`config.mk`:
```
export PLATFORM = sky130hd
export DESIGN_NAME = qea_host_ctrl_flat
export DESIGN_NICKNAME = d
export VERILOG_FILES = /design/src/rtl/qea_host_ctrl_if.sv /design/src/rtl/qea_host_ctrl.sv /design/src/flat_wrapper.sv
export SDC_FILE = /design/constraint.sdc
export NUM_CORES = 1
export LEC_CHECK = 0
export ABC_AREA = 1
export CELL_PAD_IN_SITES_DETAIL_PLACEMENT = 1
export CELL_PAD_IN_SITES_GLOBAL_PLACEMENT = 1
export CORE_AREA = 2 2 493 495
export DETAILED_ROUTE_END_ITERATION = 7
export DIE_AREA = 0 0 495 497
export PLACE_DENSITY_LB_ADDON = 0.25
export SETUP_SLACK_MARGIN = 0.4
export SLEW_MARGIN = 20
export SYNTH_ARGS = -nofsm -noshare
export SYNTH_HDL_FRONTEND = slang
export SYNTH_SLANG_ARGS = --single-unit
```
`constraint.sdc`:
```
create_clock -name clk -period 5.5 [get_ports clk]
set_input_delay 0.825 -clock clk [delete_from_list [all_inputs] [get_ports clk]]
set_output_delay 0.825 -clock clk [all_outputs]
set_load 0.05 [all_outputs]
```
`src/rtl/qea_host_ctrl_if.sv`:
```
// qea_host_ctrl_if: host-side stream bundle for qea_host_ctrl.
//   cmd : i_cmd_valid / o_cmd_ready, i_cmd_ins_num, i_cmd_qbit_num
//   ctx : i_ctx_valid / o_ctx_ready, i_ctx_data   (one context word per beat)
//   st  : i_st_valid  / o_st_ready,  i_st_data    (one state RAM word per beat)
//   rd  : o_rd_valid  / i_rd_ready,  o_rd_data, o_rd_last (result stream)
// Signal names keep the i_/o_ prefixes as seen from the controller.
// master = host/DMA side, slave = controller side.
interface qea_host_ctrl_if #(
  parameter int PE_NUM                  = 4,
  parameter int DATA_WIDTH              = 32,
  parameter int MAX_QBIT_WIDTH          = 6,
  parameter int GATE_CONTEXT_ADDR_WIDTH = 16
);
  logic                               i_cmd_valid;
  logic                               o_cmd_ready;
  logic [GATE_CONTEXT_ADDR_WIDTH:0]   i_cmd_ins_num;
  logic [MAX_QBIT_WIDTH-1:0]          i_cmd_qbit_num;

  logic                               i_ctx_valid;
  logic                               o_ctx_ready;
  logic [2*DATA_WIDTH-1:0]            i_ctx_data;

  logic                               i_st_valid;
  logic                               o_st_ready;
  logic [PE_NUM*2*DATA_WIDTH-1:0]     i_st_data;

  logic                               o_rd_valid;
  logic                               i_rd_ready;
  logic [PE_NUM*2*DATA_WIDTH-1:0]     o_rd_data;
  logic                               o_rd_last;

  modport master (
    output i_cmd_valid, i_cmd_ins_num, i_cmd_qbit_num,
    output i_ctx_valid, i_ctx_data,
    output i_st_valid, i_st_data,
    output i_rd_ready,
    input  o_cmd_ready, o_ctx_ready, o_st_ready,
    input  o_rd_valid, o_rd_data, o_rd_last
  );

  modport slave (
    input  i_cmd_valid, i_cmd_ins_num, i_cmd_qbit_num,
    input  i_ctx_valid, i_ctx_data,
    input  i_st_valid, i_st_data,
    input  i_rd_ready,
    output o_cmd_ready, o_ctx_ready, o_st_ready,
    output o_rd_valid, o_rd_data, o_rd_last
  );
endinterface

```
`src/rtl/qea_host_ctrl.sv`:
```
// qea_host_ctrl: sequences one QEA job end to end.
//   1. accept a command (context word count, qubit count)
//   2. stream context words into the QEA context RAM (addr 0..ins_num-1)
//   3. stream the initial state vector into the state RAM (addr 0..N_ST-1)
//   4. pulse o_qea_start for one cycle, count cycles until i_qea_complete
//   5. read the state RAM back word by word onto the result stream
// Ports:
//   clk, rst_n          clock, asynchronous active-low reset
//   host                host stream bundle (cmd / ctx / st / rd)
//   o_busy              job in progress (any state but IDLE)
//   o_done / o_err      one-cycle pulses: last result accepted / command rejected
//   o_cycles            start-to-complete cycle count of the last job
//   o_qea_*             QEA start, qubit count, context and state RAM ports
//   i_qea_complete      QEA completion flag
//   i_qea_state_dout    QEA state RAM read data (RD_LAT cycles after address)
module qea_host_ctrl #(
  parameter int PE_NUM                  = 4,
  parameter int DATA_WIDTH              = 32,
  parameter int MAX_QBIT_WIDTH          = 6,
  parameter int STATE_ADDR_WIDTH        = 16,
  parameter int GATE_CONTEXT_ADDR_WIDTH = 16,
  parameter int RD_LAT                  = 1,
  parameter int CYC_WIDTH               = 32
) (
  input  logic                               clk,
  input  logic                               rst_n,
  qea_host_ctrl_if.slave                     host,
  output logic                               o_busy,
  output logic                               o_done,
  output logic                               o_err,
  output logic [CYC_WIDTH-1:0]               o_cycles,
  output logic                               o_qea_start,
  output logic [MAX_QBIT_WIDTH-1:0]          o_qea_qbit_num,
  output logic                               o_qea_ctx_en,
  output logic                               o_qea_ctx_wea,
  output logic [GATE_CONTEXT_ADDR_WIDTH-1:0] o_qea_ctx_addr,
  output logic [2*DATA_WIDTH-1:0]            o_qea_ctx_data,
  output logic                               o_qea_state_ena,
  output logic                               o_qea_state_wea,
  output logic [STATE_ADDR_WIDTH-1:0]        o_qea_state_addra,
  output logic [PE_NUM*2*DATA_WIDTH-1:0]     o_qea_state_dina,
  input  logic                               i_qea_complete,
  input  logic [PE_NUM*2*DATA_WIDTH-1:0]     i_qea_state_dout
);
  localparam int CW = GATE_CONTEXT_ADDR_WIDTH + 1;
  localparam int SW = PE_NUM * 2 * DATA_WIDTH;
  localparam int AW = STATE_ADDR_WIDTH;

  typedef enum logic [2:0] {
    ST_IDLE, ST_LD_CTX, ST_LD_ST, ST_START, ST_RUN, ST_RD_ADDR, ST_RD_WAIT, ST_RD_OUT
  } state_t;

  state_t state_q, state_d;

  logic [CW-1:0]             ins_q;
  logic [CW-1:0]             ctx_cnt;
  logic [MAX_QBIT_WIDTH-1:0] qbit_q;
  logic [AW-1:0]             st_last_q;   // N_ST-1 of the current job
  logic [AW-1:0]             st_cnt;      // load index, then readout index
  logic [2:0]                wait_cnt;
  logic [CYC_WIDTH-1:0]      cyc_cnt;
  logic [CYC_WIDTH-1:0]      cycles_q;
  logic [SW-1:0]             rd_data_q;
  logic                      done_q;
  logic                      err_q;

  logic [31:0] qbit_ext;
  logic        cmd_bad;
  logic [AW-1:0] cmd_st_last;
  logic cmd_fire, ctx_fire, st_fire, rd_fire;
  logic ctx_last, st_last, rd_capture;

  // Rejected: fewer than 2 qubits, or 2**(qbit-2) words exceed the state RAM.
  assign qbit_ext = 32'(host.i_cmd_qbit_num);
  assign cmd_bad  = (qbit_ext < 32'd2) || (qbit_ext > 32'(AW) + 32'd2);
  // 2**(qbit-2)-1 formed as an all-ones mask shifted right; only used when !cmd_bad.
  assign cmd_st_last = {AW{1'b1}} >> (32'(AW) + 32'd2 - qbit_ext);

  assign cmd_fire   = (state_q == ST_IDLE)   && host.i_cmd_valid;
  assign ctx_fire   = (state_q == ST_LD_CTX) && host.i_ctx_valid;
  assign st_fire    = (state_q == ST_LD_ST)  && host.i_st_valid;
  assign rd_fire    = (state_q == ST_RD_OUT) && host.i_rd_ready;
  assign ctx_last   = (ctx_cnt == ins_q - CW'(1));
  assign st_last    = (st_cnt == st_last_q);
  assign rd_capture = (state_q == ST_RD_WAIT) && (wait_cnt == 3'(RD_LAT - 1));

  always_ff @(posedge clk or negedge rst_n) begin
    if (!rst_n) state_q <= ST_IDLE;
    else        state_q <= state_d;
  end

  // Load strobes are combinational from the handshake so each word reaches
  // the RAM in the same cycle it is accepted.
  always_comb begin
    state_d             = state_q;
    host.o_cmd_ready    = 1'b0;
    host.o_ctx_ready    = 1'b0;
    host.o_st_ready     = 1'b0;
    host.o_rd_valid     = 1'b0;
    host.o_rd_last      = 1'b0;
    o_qea_start         = 1'b0;
    o_qea_ctx_en        = 1'b0;
    o_qea_ctx_wea       = 1'b0;
    o_qea_ctx_addr      = '0;
    o_qea_ctx_data      = '0;
    o_qea_state_ena     = 1'b0;
    o_qea_state_wea     = 1'b0;
    o_qea_state_addra   = '0;
    o_qea_state_dina    = '0;
    unique case (state_q)
      ST_IDLE: begin
        host.o_cmd_ready = 1'b1;
        if (host.i_cmd_valid && !cmd_bad)
          state_d = (host.i_cmd_ins_num == '0) ? ST_LD_ST : ST_LD_CTX;
      end
      ST_LD_CTX: begin
        host.o_ctx_ready = 1'b1;
        if (host.i_ctx_valid) begin
          o_qea_ctx_en   = 1'b1;
          o_qea_ctx_wea  = 1'b1;
          o_qea_ctx_addr = ctx_cnt[GATE_CONTEXT_ADDR_WIDTH-1:0];
          o_qea_ctx_data = host.i_ctx_data;
          if (ctx_last) state_d = ST_LD_ST;
        end
      end
      ST_LD_ST: begin
        host.o_st_ready = 1'b1;
        if (host.i_st_valid) begin
          o_qea_state_ena   = 1'b1;
          o_qea_state_wea   = 1'b1;
          o_qea_state_addra = st_cnt;
          o_qea_state_dina  = host.i_st_data;
          if (st_last) state_d = ST_START;
        end
      end
      ST_START: begin
        o_qea_start = 1'b1;
        state_d     = ST_RUN;
      end
      ST_RUN: begin
        if (i_qea_complete) state_d = ST_RD_ADDR;
      end
      ST_RD_ADDR: begin
        o_qea_state_ena   = 1'b1;
        o_qea_state_addra = st_cnt;
        state_d           = ST_RD_WAIT;
      end
      ST_RD_WAIT: begin
        if (rd_capture) state_d = ST_RD_OUT;
      end
      ST_RD_OUT: begin
        host.o_rd_valid = 1'b1;
        host.o_rd_last  = st_last;
        if (host.i_rd_ready) state_d = st_last ? ST_IDLE : ST_RD_ADDR;
      end
      default: state_d = ST_IDLE;
    endcase
  end

  always_ff @(posedge clk or negedge rst_n) begin
    if (!rst_n) begin
      ins_q     <= '0;
      ctx_cnt   <= '0;
      qbit_q    <= '0;
      st_last_q <= '0;
      st_cnt    <= '0;
      wait_cnt  <= '0;
      cyc_cnt   <= '0;
      cycles_q  <= '0;
      rd_data_q <= '0;
      done_q    <= 1'b0;
      err_q     <= 1'b0;
    end else begin
      done_q <= rd_fire && st_last;
      err_q  <= cmd_fire && cmd_bad;

      if (cmd_fire && !cmd_bad) begin
        ins_q     <= host.i_cmd_ins_num;
        qbit_q    <= host.i_cmd_qbit_num;
        st_last_q <= cmd_st_last;
        ctx_cnt   <= '0;
        st_cnt    <= '0;
      end

      if (ctx_fire) ctx_cnt <= ctx_cnt + CW'(1);

      // st_cnt is reused as the readout index, so it wraps to 0 after loading.
      if (st_fire)             st_cnt <= st_last ? '0 : st_cnt + AW'(1);
      if (rd_fire && !st_last) st_cnt <= st_cnt + AW'(1);

      if (state_q == ST_START) begin
        cyc_cnt <= CYC_WIDTH'(1);
      end else if (state_q == ST_RUN) begin
        if (cyc_cnt != '1) cyc_cnt <= cyc_cnt + CYC_WIDTH'(1);
        if (i_qea_complete) cycles_q <= cyc_cnt;
      end

      if (state_q == ST_RD_ADDR)      wait_cnt <= '0;
      else if (state_q == ST_RD_WAIT) wait_cnt <= wait_cnt + 3'd1;

      if (rd_capture) rd_data_q <= i_qea_state_dout;
    end
  end

  assign host.o_rd_data = rd_data_q;
  assign o_qea_qbit_num = qbit_q;
  assign o_cycles       = cycles_q;
  assign o_done         = done_q;
  assign o_err          = err_q;
  assign o_busy         = (state_q != ST_IDLE);
endmodule

```
`src/flat_wrapper.sv`:
```
// flat-port wrapper written by rule: the top's interface ports become plain ports
module qea_host_ctrl_flat 
#(
  parameter int PE_NUM                  = 4,
  parameter int DATA_WIDTH              = 32,
  parameter int MAX_QBIT_WIDTH          = 6,
  parameter int STATE_ADDR_WIDTH        = 16,
  parameter int GATE_CONTEXT_ADDR_WIDTH = 16,
  parameter int RD_LAT                  = 1,
  parameter int CYC_WIDTH               = 32
)
  (clk, rst_n, o_busy, o_done, o_err, o_cycles, o_qea_start, o_qea_qbit_num, o_qea_ctx_en, o_qea_ctx_wea, o_qea_ctx_addr, o_qea_ctx_data, o_qea_state_ena, o_qea_state_wea, o_qea_state_addra, o_qea_state_dina, i_qea_complete, i_qea_state_dout, host_i_cmd_valid, host_i_cmd_ins_num, host_i_cmd_qbit_num, host_i_ctx_valid, host_i_ctx_data, host_i_st_valid, host_i_st_data, host_i_rd_ready, host_o_cmd_ready, host_o_ctx_ready, host_o_st_ready, host_o_rd_valid, host_o_rd_data, host_o_rd_last);
  qea_host_ctrl_if #(.PE_NUM(PE_NUM), .DATA_WIDTH(DATA_WIDTH), .MAX_QBIT_WIDTH(MAX_QBIT_WIDTH), .GATE_CONTEXT_ADDR_WIDTH(GATE_CONTEXT_ADDR_WIDTH)) host_i ();
  input  logic clk;
  input  logic rst_n;
  output logic o_busy;
  output logic o_done;
  output logic o_err;
  output logic [CYC_WIDTH-1:0] o_cycles;
  output logic o_qea_start;
  output logic [MAX_QBIT_WIDTH-1:0] o_qea_qbit_num;
  output logic o_qea_ctx_en;
  output logic o_qea_ctx_wea;
  output logic [GATE_CONTEXT_ADDR_WIDTH-1:0] o_qea_ctx_addr;
  output logic [2*DATA_WIDTH-1:0] o_qea_ctx_data;
  output logic o_qea_state_ena;
  output logic o_qea_state_wea;
  output logic [STATE_ADDR_WIDTH-1:0] o_qea_state_addra;
  output logic [PE_NUM*2*DATA_WIDTH-1:0] o_qea_state_dina;
  input  logic i_qea_complete;
  input  logic [PE_NUM*2*DATA_WIDTH-1:0] i_qea_state_dout;
  input wire logic [$bits(host_i.i_cmd_valid)-1:0] host_i_cmd_valid;
  input wire logic [$bits(host_i.i_cmd_ins_num)-1:0] host_i_cmd_ins_num;
  input wire logic [$bits(host_i.i_cmd_qbit_num)-1:0] host_i_cmd_qbit_num;
  input wire logic [$bits(host_i.i_ctx_valid)-1:0] host_i_ctx_valid;
  input wire logic [$bits(host_i.i_ctx_data)-1:0] host_i_ctx_data;
  input wire logic [$bits(host_i.i_st_valid)-1:0] host_i_st_valid;
  input wire logic [$bits(host_i.i_st_data)-1:0] host_i_st_data;
  input wire logic [$bits(host_i.i_rd_ready)-1:0] host_i_rd_ready;
  output wire logic [$bits(host_i.o_cmd_ready)-1:0] host_o_cmd_ready;
  output wire logic [$bits(host_i.o_ctx_ready)-1:0] host_o_ctx_ready;
  output wire logic [$bits(host_i.o_st_ready)-1:0] host_o_st_ready;
  output wire logic [$bits(host_i.o_rd_valid)-1:0] host_o_rd_valid;
  output wire logic [$bits(host_i.o_rd_data)-1:0] host_o_rd_data;
  output wire logic [$bits(host_i.o_rd_last)-1:0] host_o_rd_last;
  assign host_i.i_cmd_valid = host_i_cmd_valid;
  assign host_i.i_cmd_ins_num = host_i_cmd_ins_num;
  assign host_i.i_cmd_qbit_num = host_i_cmd_qbit_num;
  assign host_i.i_ctx_valid = host_i_ctx_valid;
  assign host_i.i_ctx_data = host_i_ctx_data;
  assign host_i.i_st_valid = host_i_st_valid;
  assign host_i.i_st_data = host_i_st_data;
  assign host_i.i_rd_ready = host_i_rd_ready;
  assign host_o_cmd_ready = host_i.o_cmd_ready;
  assign host_o_ctx_ready = host_i.o_ctx_ready;
  assign host_o_st_ready = host_i.o_st_ready;
  assign host_o_rd_valid = host_i.o_rd_valid;
  assign host_o_rd_data = host_i.o_rd_data;
  assign host_o_rd_last = host_i.o_rd_last;
  qea_host_ctrl #(.PE_NUM(PE_NUM), .DATA_WIDTH(DATA_WIDTH), .MAX_QBIT_WIDTH(MAX_QBIT_WIDTH), .STATE_ADDR_WIDTH(STATE_ADDR_WIDTH), .GATE_CONTEXT_ADDR_WIDTH(GATE_CONTEXT_ADDR_WIDTH), .RD_LAT(RD_LAT), .CYC_WIDTH(CYC_WIDTH)) u_core (.clk(clk), .rst_n(rst_n), .host(host_i), .o_busy(o_busy), .o_done(o_done), .o_err(o_err), .o_cycles(o_cycles), .o_qea_start(o_qea_start), .o_qea_qbit_num(o_qea_qbit_num), .o_qea_ctx_en(o_qea_ctx_en), .o_qea_ctx_wea(o_qea_ctx_wea), .o_qea_ctx_addr(o_qea_ctx_addr), .o_qea_ctx_data(o_qea_ctx_data), .o_qea_state_ena(o_qea_state_ena), .o_qea_state_wea(o_qea_state_wea), .o_qea_state_addra(o_qea_state_addra), .o_qea_state_dina(o_qea_state_dina), .i_qea_complete(i_qea_complete), .i_qea_state_dout(i_qea_state_dout));
endmodule
```
==> flow_summary.toml, run 1 <==
[outcome]
status = "complete, no violations"

[logic_synthesis]
yosysMostFrequentCell = "nand2_1"
syn_inst = 2363
seq_area_frac_synth_pct = 48.7
synthesis.area_sq_um = 20600
async_reset_ff_share_pct = 100
ys_ff_latch = 400
ys_types = 50
synth_common_cells = "nand2_1, nor2_1, dfrtp_1"
syn-num-nets = 2976
yosysWarningCount = 0
synth_ff_type = "dfrtp_1"
syn_avg_cell_area_sq_um = 8.70
yosysTopAreaCell = "dfrtp_1"
synth-edff-count = 0
synth.top_cell.area_share_pct = 48.7
synthTopCellsByArea = "dfrtp_1, mux2_1, nand2_1"

[setup_path]
startpoint_type = "flop"
crit_path_max_incr_delay_ns = 0.87
end_kind = "output port"
cp.required_ns = 4.68
cp_common_cell = "nor2_1"
cp_cell_sequence = "inv_2 > nor2_1 > inv_2 > nor2_1 > inv_8 > buf_4 > nor2_1 > clkdlybuf4s50_1"
cp_slowest_cell = "clkdlybuf4s50_1"
worst-endpoint-arrival_ns = 3.71
crit_type = "reg -> out"
cp_max_fo = 90

[timing]
tns_ns = 0
setup_viol = 0
slew_headroom_pct = 32.1
setup_slack_ns = 0.967
max_freq_mhz = 221
period_share_pct = 82.4
final_max_slew_viol_count = 0
min_period_ns = 4.53
fin_skew_ns = 0.0267
rsz0062_at_grt = "false"
hold_viol = 0
worstMarginPinSlew_ns = 1.02

[routing]
drc = 0
wl_per_cell_um = 23.1
firstDrtPassIters = 5
via_count = 21776
vias_per_cell = 3.19
drt-initial-drc-count = 780
routed_wl_um = 158000
ant_nets = 0

[clocking]
clk_root_buffer_cell = "clkbuf_16"
post_cts_buffers = 0
cts_hold_buf = 0
cts_resized = 0
cts_buffers = 53
cts_sinks = 400
cts_tree = "built"
cts_buffer_depth = 3
clk_pin_slew_ns = 0.06
clk_latency_ns = 0.65
htree_levels = 2

[floorplanning]
rows = 180
initial_utilization_pct = 8.56
chipHeight_um = 497
die_w_um = 495
core_sq_um = 240000
die-area_sq_um = 246000
io_pins = 1265

[placed_design]
dp_slack_ns = 1.54
hpwl_um = 136000
gp_congestion = 0.865
portBuffers = 1264
place_area_sq_um = 36800

[global_route]
grt_pass1_wl_um = 207000
antenna_found_initial = 132
grt_start_max_net_pins = 113
grt_overflow = 0
grt_pass1_vias = 22910
track_usage_pct = 12.3

[finish]
area_growth_pct = 87.8
final_util_pct = 16.1
multi_input_comb_area_sq_um = 9130
register_area_sq_um = 10000
final_nets = 4190
nFillCells = 28224
drive_gt1_share_pct = 4.59
final_area_sq_um = 38600

[power]
p_leak_uw = 0.0152
total_power_uw = 19500
power.density_nw_per_um2 = 505
ir_worst_vdd_v = 0.000247

[run]
cap_viol_max_count = 0

[worst_hold_path]
hold_path_class = "in -> async"
[kinds of logic after synthesis]
| logic type | Yosys count | share of synthesized area [%] |
|---|---|---|
| XOR/XNOR | 48 | 2.05 |
| multiplexers | 258 | 14.1 |
| AND/OR/NAND/NOR | 1151 | 22.9 |
| flip-flops | 400 | 48.7 |
| buffers and inverters | 331 | 7.01 |
| adder cells (fa/ha/maj) | 7 | 0.426 |
| AO/OA/AOI/OAI | 168 | 4.80 |
[critical path: cells and delay by family, from the launching register on]
family / cells / cell delay [ns]
AND/OR/NAND/NOR: 3 / 0.83
flip-flops: 1 / 0.44
buffers and inverters: 5 / 1.66
[cell type report]
type                            count  area share [%]
Clock buffer                       74            3.82
Antenna cell                       24           0.156
Tap cell                         3185            10.3
Timing Repair Buffer             1285            33.5
Sequential cell                   400            25.9
Inverter                          205            2.01
Multi-Input combinational cell   1632            23.6
Clock inverter                     22           0.651
[per-stage QoR]
stage          hold slack (ns)  std cells
6_report                 0.178       6827
5_1_grt                  0.208       6814
4_1_cts                  0.193       6803
3_5_place_dp             0.475       6707
3_3_place_gp             0.465       6707
2_1_floorplan            0.467       2363
[layer usage]
metal | GRT usage [%] | routed length, um
met5 | 0 | 528
met4 | 4.07 | 6070
met3 | 6.04 | 17800
met2 | 22.8 | 81000
met1 | 11.5 | 52700
[final timing paths]
path / startpoint / to / slack [ns] / cells after the start
max in group asynchronous: rst_n / u_core.host.o_rd_data[195] / 3.97 / 2
min reg2reg: u_core.host.o_rd_data[189] / u_core.host.o_rd_data[189] / 0.48 / 1
min in group clk: u_core.host.o_rd_data[189] / u_core.host.o_rd_data[189] / 0.48 / 1
min: rst_n / u_core.host.o_rd_data[226] / 0.18 / 1
max reg2reg: u_core.state_q[2] / u_core.host.o_rd_data[181] / 2.70 / 6
max: u_core.state_q[1] / o_qea_state_dina[88] / 0.97 / 8
[flip-flops by register name, summed over array words and instances, names as in the netlist, 3 cells and up]
name and count:
u_core.wait_cnt 3, u_core.o_cycles 32, u_core.state_q 3, u_core.host.o_rd_data 256
u_core.st_last_q 16, u_core.ins_q 17, u_core.ctx_cnt 17, u_core.st_cnt 16
u_core.cyc_cnt 32, u_core.o_qea_qbit_num 6
[placed cells by master (no fill, tap or decap), drive strengths merged, types with 5 or more instances in the layout]
cell / instances
nand4: 39
a21oi: 15
nor2: 453
o22ai: 6
mux2: 257
clkinvlp: 8
xor2: 23
clkdlybuf4s50: 1262
clkinv: 9
o211ai: 6
xnor2: 25
nand3: 49
ha: 7
o2111ai: 10
nor4: 13
nand2: 554
buf: 23
o31ai: 8
o21ai: 110
nor3: 34
nand3b: 5
inv: 207
diode: 24
clkbuf: 74
dfrtp: 400
[power breakdown]
part           internal [uW]  leakage (uW)  total, uW  switching [uW]
registers               4060       0.00508       4770             701
clock network           2020      0.000817       3570            1540
logic                   3520       0.00928      11200            7660
Power figures use the tool's default switching activity.
==> inputs of run 2 (changes only) <==
--- a/config.mk
+++ b/config.mk
@@ -8,9 +8,9 @@
 export ABC_AREA = 1
 export CELL_PAD_IN_SITES_DETAIL_PLACEMENT = 1
 export CELL_PAD_IN_SITES_GLOBAL_PLACEMENT = 1
-export CORE_AREA = 2 2 493 495
+export CORE_AREA = 2 2 497 499
 export DETAILED_ROUTE_END_ITERATION = 7
-export DIE_AREA = 0 0 495 497
+export DIE_AREA = 0 0 499 501
 export PLACE_DENSITY_LB_ADDON = 0.25
 export SETUP_SLACK_MARGIN = 0.4
 export SLEW_MARGIN = 20
==> constraint.sdc (replaced) <==
create_clock -name clk -period 4.5 [get_ports clk]
set_input_delay 0.675 -clock clk [delete_from_list [all_inputs] [get_ports clk]]
set_output_delay 0.675 -clock clk [all_outputs]
set_load 0.05 [all_outputs]
==> flow_summary.toml, run 2 (synthesis results as in run 1) <==
[clocking]
cts_tree = "built"
cts_buffers = 53
htree_levels = 2
cts_buffer_depth = 3
cts_sinks = 400
clk_root_buffer_cell = "clkbuf_16"
clk_latency_ns = 0.65
clk_pin_slew_ns = 0.06

[placed_design]
hpwl_um = 143000
gp_congestion = 0.839
place_area_sq_um = 37000
dp_cells = 6764
portBuffers = 1264

[timing]
fin_skew_ns = 0.0344
final_max_slew_viol_count = 0
setup_viol = 0
slew_headroom_pct = 39.4
hold_viol = 0
min_period_ns = 3.97
tns_ns = 0
rsz0062_at_grt = "true"
worstMarginPinSlew_ns = 0.906
max_freq_mhz = 252
period_share_pct = 88.3
timing.hold.ws_ns = 0.482

[finish]
final_area_sq_um = 38900
final_nets = 4213
final_cell_count_no_fill = 6882
final_cell_mix = "clkdlybuf4s50_1, nand2_1, nor2_1, dfrtp_1, mux2_1"
final_common_cell = "clkdlybuf4s50_1"
largest_reg_flops = 256
area_growth_pct = 89.3
drive_gt1_share_pct = 7.08

[run]
cap_viol_max_count = 0

[power]
ir_worst_vdd_v = 0.000301
clkPwrFrac_pct = 18.3
switching_share_pct = 50.8
total_power_uw = 24000
seqPwrFrac_pct = 24.5
p_int_uw = 11800
switching_power_uw = 12200
p_leak_uw = 0.0161
power.density_nw_per_um2 = 616
power_frac_comb_pct = 57.2

[routing]
routed_wl_um = 165000
via_count = 22139
wl_per_cell_um = 24.0
vias_per_cell = 3.22
firstDrtPassIters = 5
ant_nets = 0
drc = 0
drt-initial-drc-count = 879

[floorplanning]
die-area_sq_um = 250000
die_w_um = 499
initial_utilization_pct = 8.40
io_pins = 1265
rows = 182
core_sq_um = 245000
chipHeight_um = 501

[setup_path]
cp.required_ns = 3.83
reg2reg_from = "u_core.state_q[2]"
r2r_slack_ns = 1.65
crit_type = "reg -> out"
cp_max_fo = 96
end_kind = "output port"
reg2reg_depth = 9
worst-endpoint-arrival_ns = 3.30
startpoint_type = "flop"
reg2reg_to = "u_core.cyc_cnt[20]"

[worst_hold_path]
hold_path_class = "reg -> reg"
min_from = "u_core.host.o_rd_data[139]"
hold_depth = 1
holdPathEnd = "u_core.host.o_rd_data[139]"

[outcome]
status = "complete, no violations"

[global_route]
grt_pass1_vias = 23547
antenna_found_initial = 115
grt_overflow = 0
track_usage_pct = 12.7
grt_pass1_wl_um = 218000
grt_start_max_net_pins = 99
run 2: cell count changes in the layout (fill, tap and decap cells not counted), moves of 3 or more:
cell	previous run	this run
clkdlybuf4s50_1	1262	1146
buf_4	13	91
dlymetal6s2s_1	0	29
buf_12	8	24
dlygate4sd2_1	0	15
clkbuf_8	5	11
clkinvlp_4	8	2
diode_2	24	19
clkbuf_1	15	18
run 2: metrics by stage:
| stage | util [%] | setup WS [ns] |
|---|---|---|
| CTS | 15.8 | 0.406 |
| detailed placement | 15.1 | 1.00 |
| floorplan | - | 1.15 |
| global placement | 15.1 | 0.968 |
| finish | 15.9 | 0.525 |
| global route | 15.9 | 0.323 |
run 2: worst max-delay path by stage:
stage                 startpoint               endpoint  slack (ns)
6_report       u_core.state_q[1]  o_qea_state_dina[187]        0.53
5_1_grt        u_core.state_q[2]  o_qea_state_dina[235]        0.32
4_1_cts        u_core.state_q[2]  o_qea_state_dina[140]        0.41
3_5_place_dp   u_core.state_q[2]  o_qea_state_dina[250]         1.0
3_3_place_gp   u_core.state_q[2]  o_qea_state_dina[250]        0.97
2_1_floorplan  u_core.state_q[1]  o_qea_state_dina[225]        1.15
run 2: area by class of cell:
class	count	area, sq um
tap	3220	4030
timing repair buffer	1308	13200
multi-input combinational	1632	9120
clock buffer	82	1550
fill	28704	206000
antenna	19	47.5
inverter	205	782
clock inverter	16	208
sequential	400	10000
run 2: worst max-delay path, cell delays in order (launching register included):
cell	delay [ns]
dfrtp_1	0.44
inv_2	0.06
nor2_1	0.11
inv_2	0.08
nor2_1	0.13
buf_4	0.21
inv_12	0.10
buf_12	0.30
nor2_1	0.22
clkdlybuf4s50_1	0.86
run 2: repair_timing:
action,4_1_cts,5_1_grt
hold endpoints to repair,2,0
setup endpoints to repair,95,77
pin swaps,0,0
hold buffers,1,0
resized for setup,16,29
setup buffers,0,0
run 2: layer usage:
layer	wire length, um	part of all wire (%)	GRT usage (%)
met5	366	0.22	0
met4	3960	2.4	2.57
met3	15300	9.3	5.13
met2	87400	53	24.3
met1	57900	35	12.7
run 2: power by group through the flow:
stage               sequential [uW]  clock (uW)  combinational (uW)
finish                         5880        4380               13700
detailed placement             5980           0               14000
global route                   6100        4740               14500
floorplan                      9800           0                4170
CTS                            5920        4650               14000
global placement               5920           0               13900
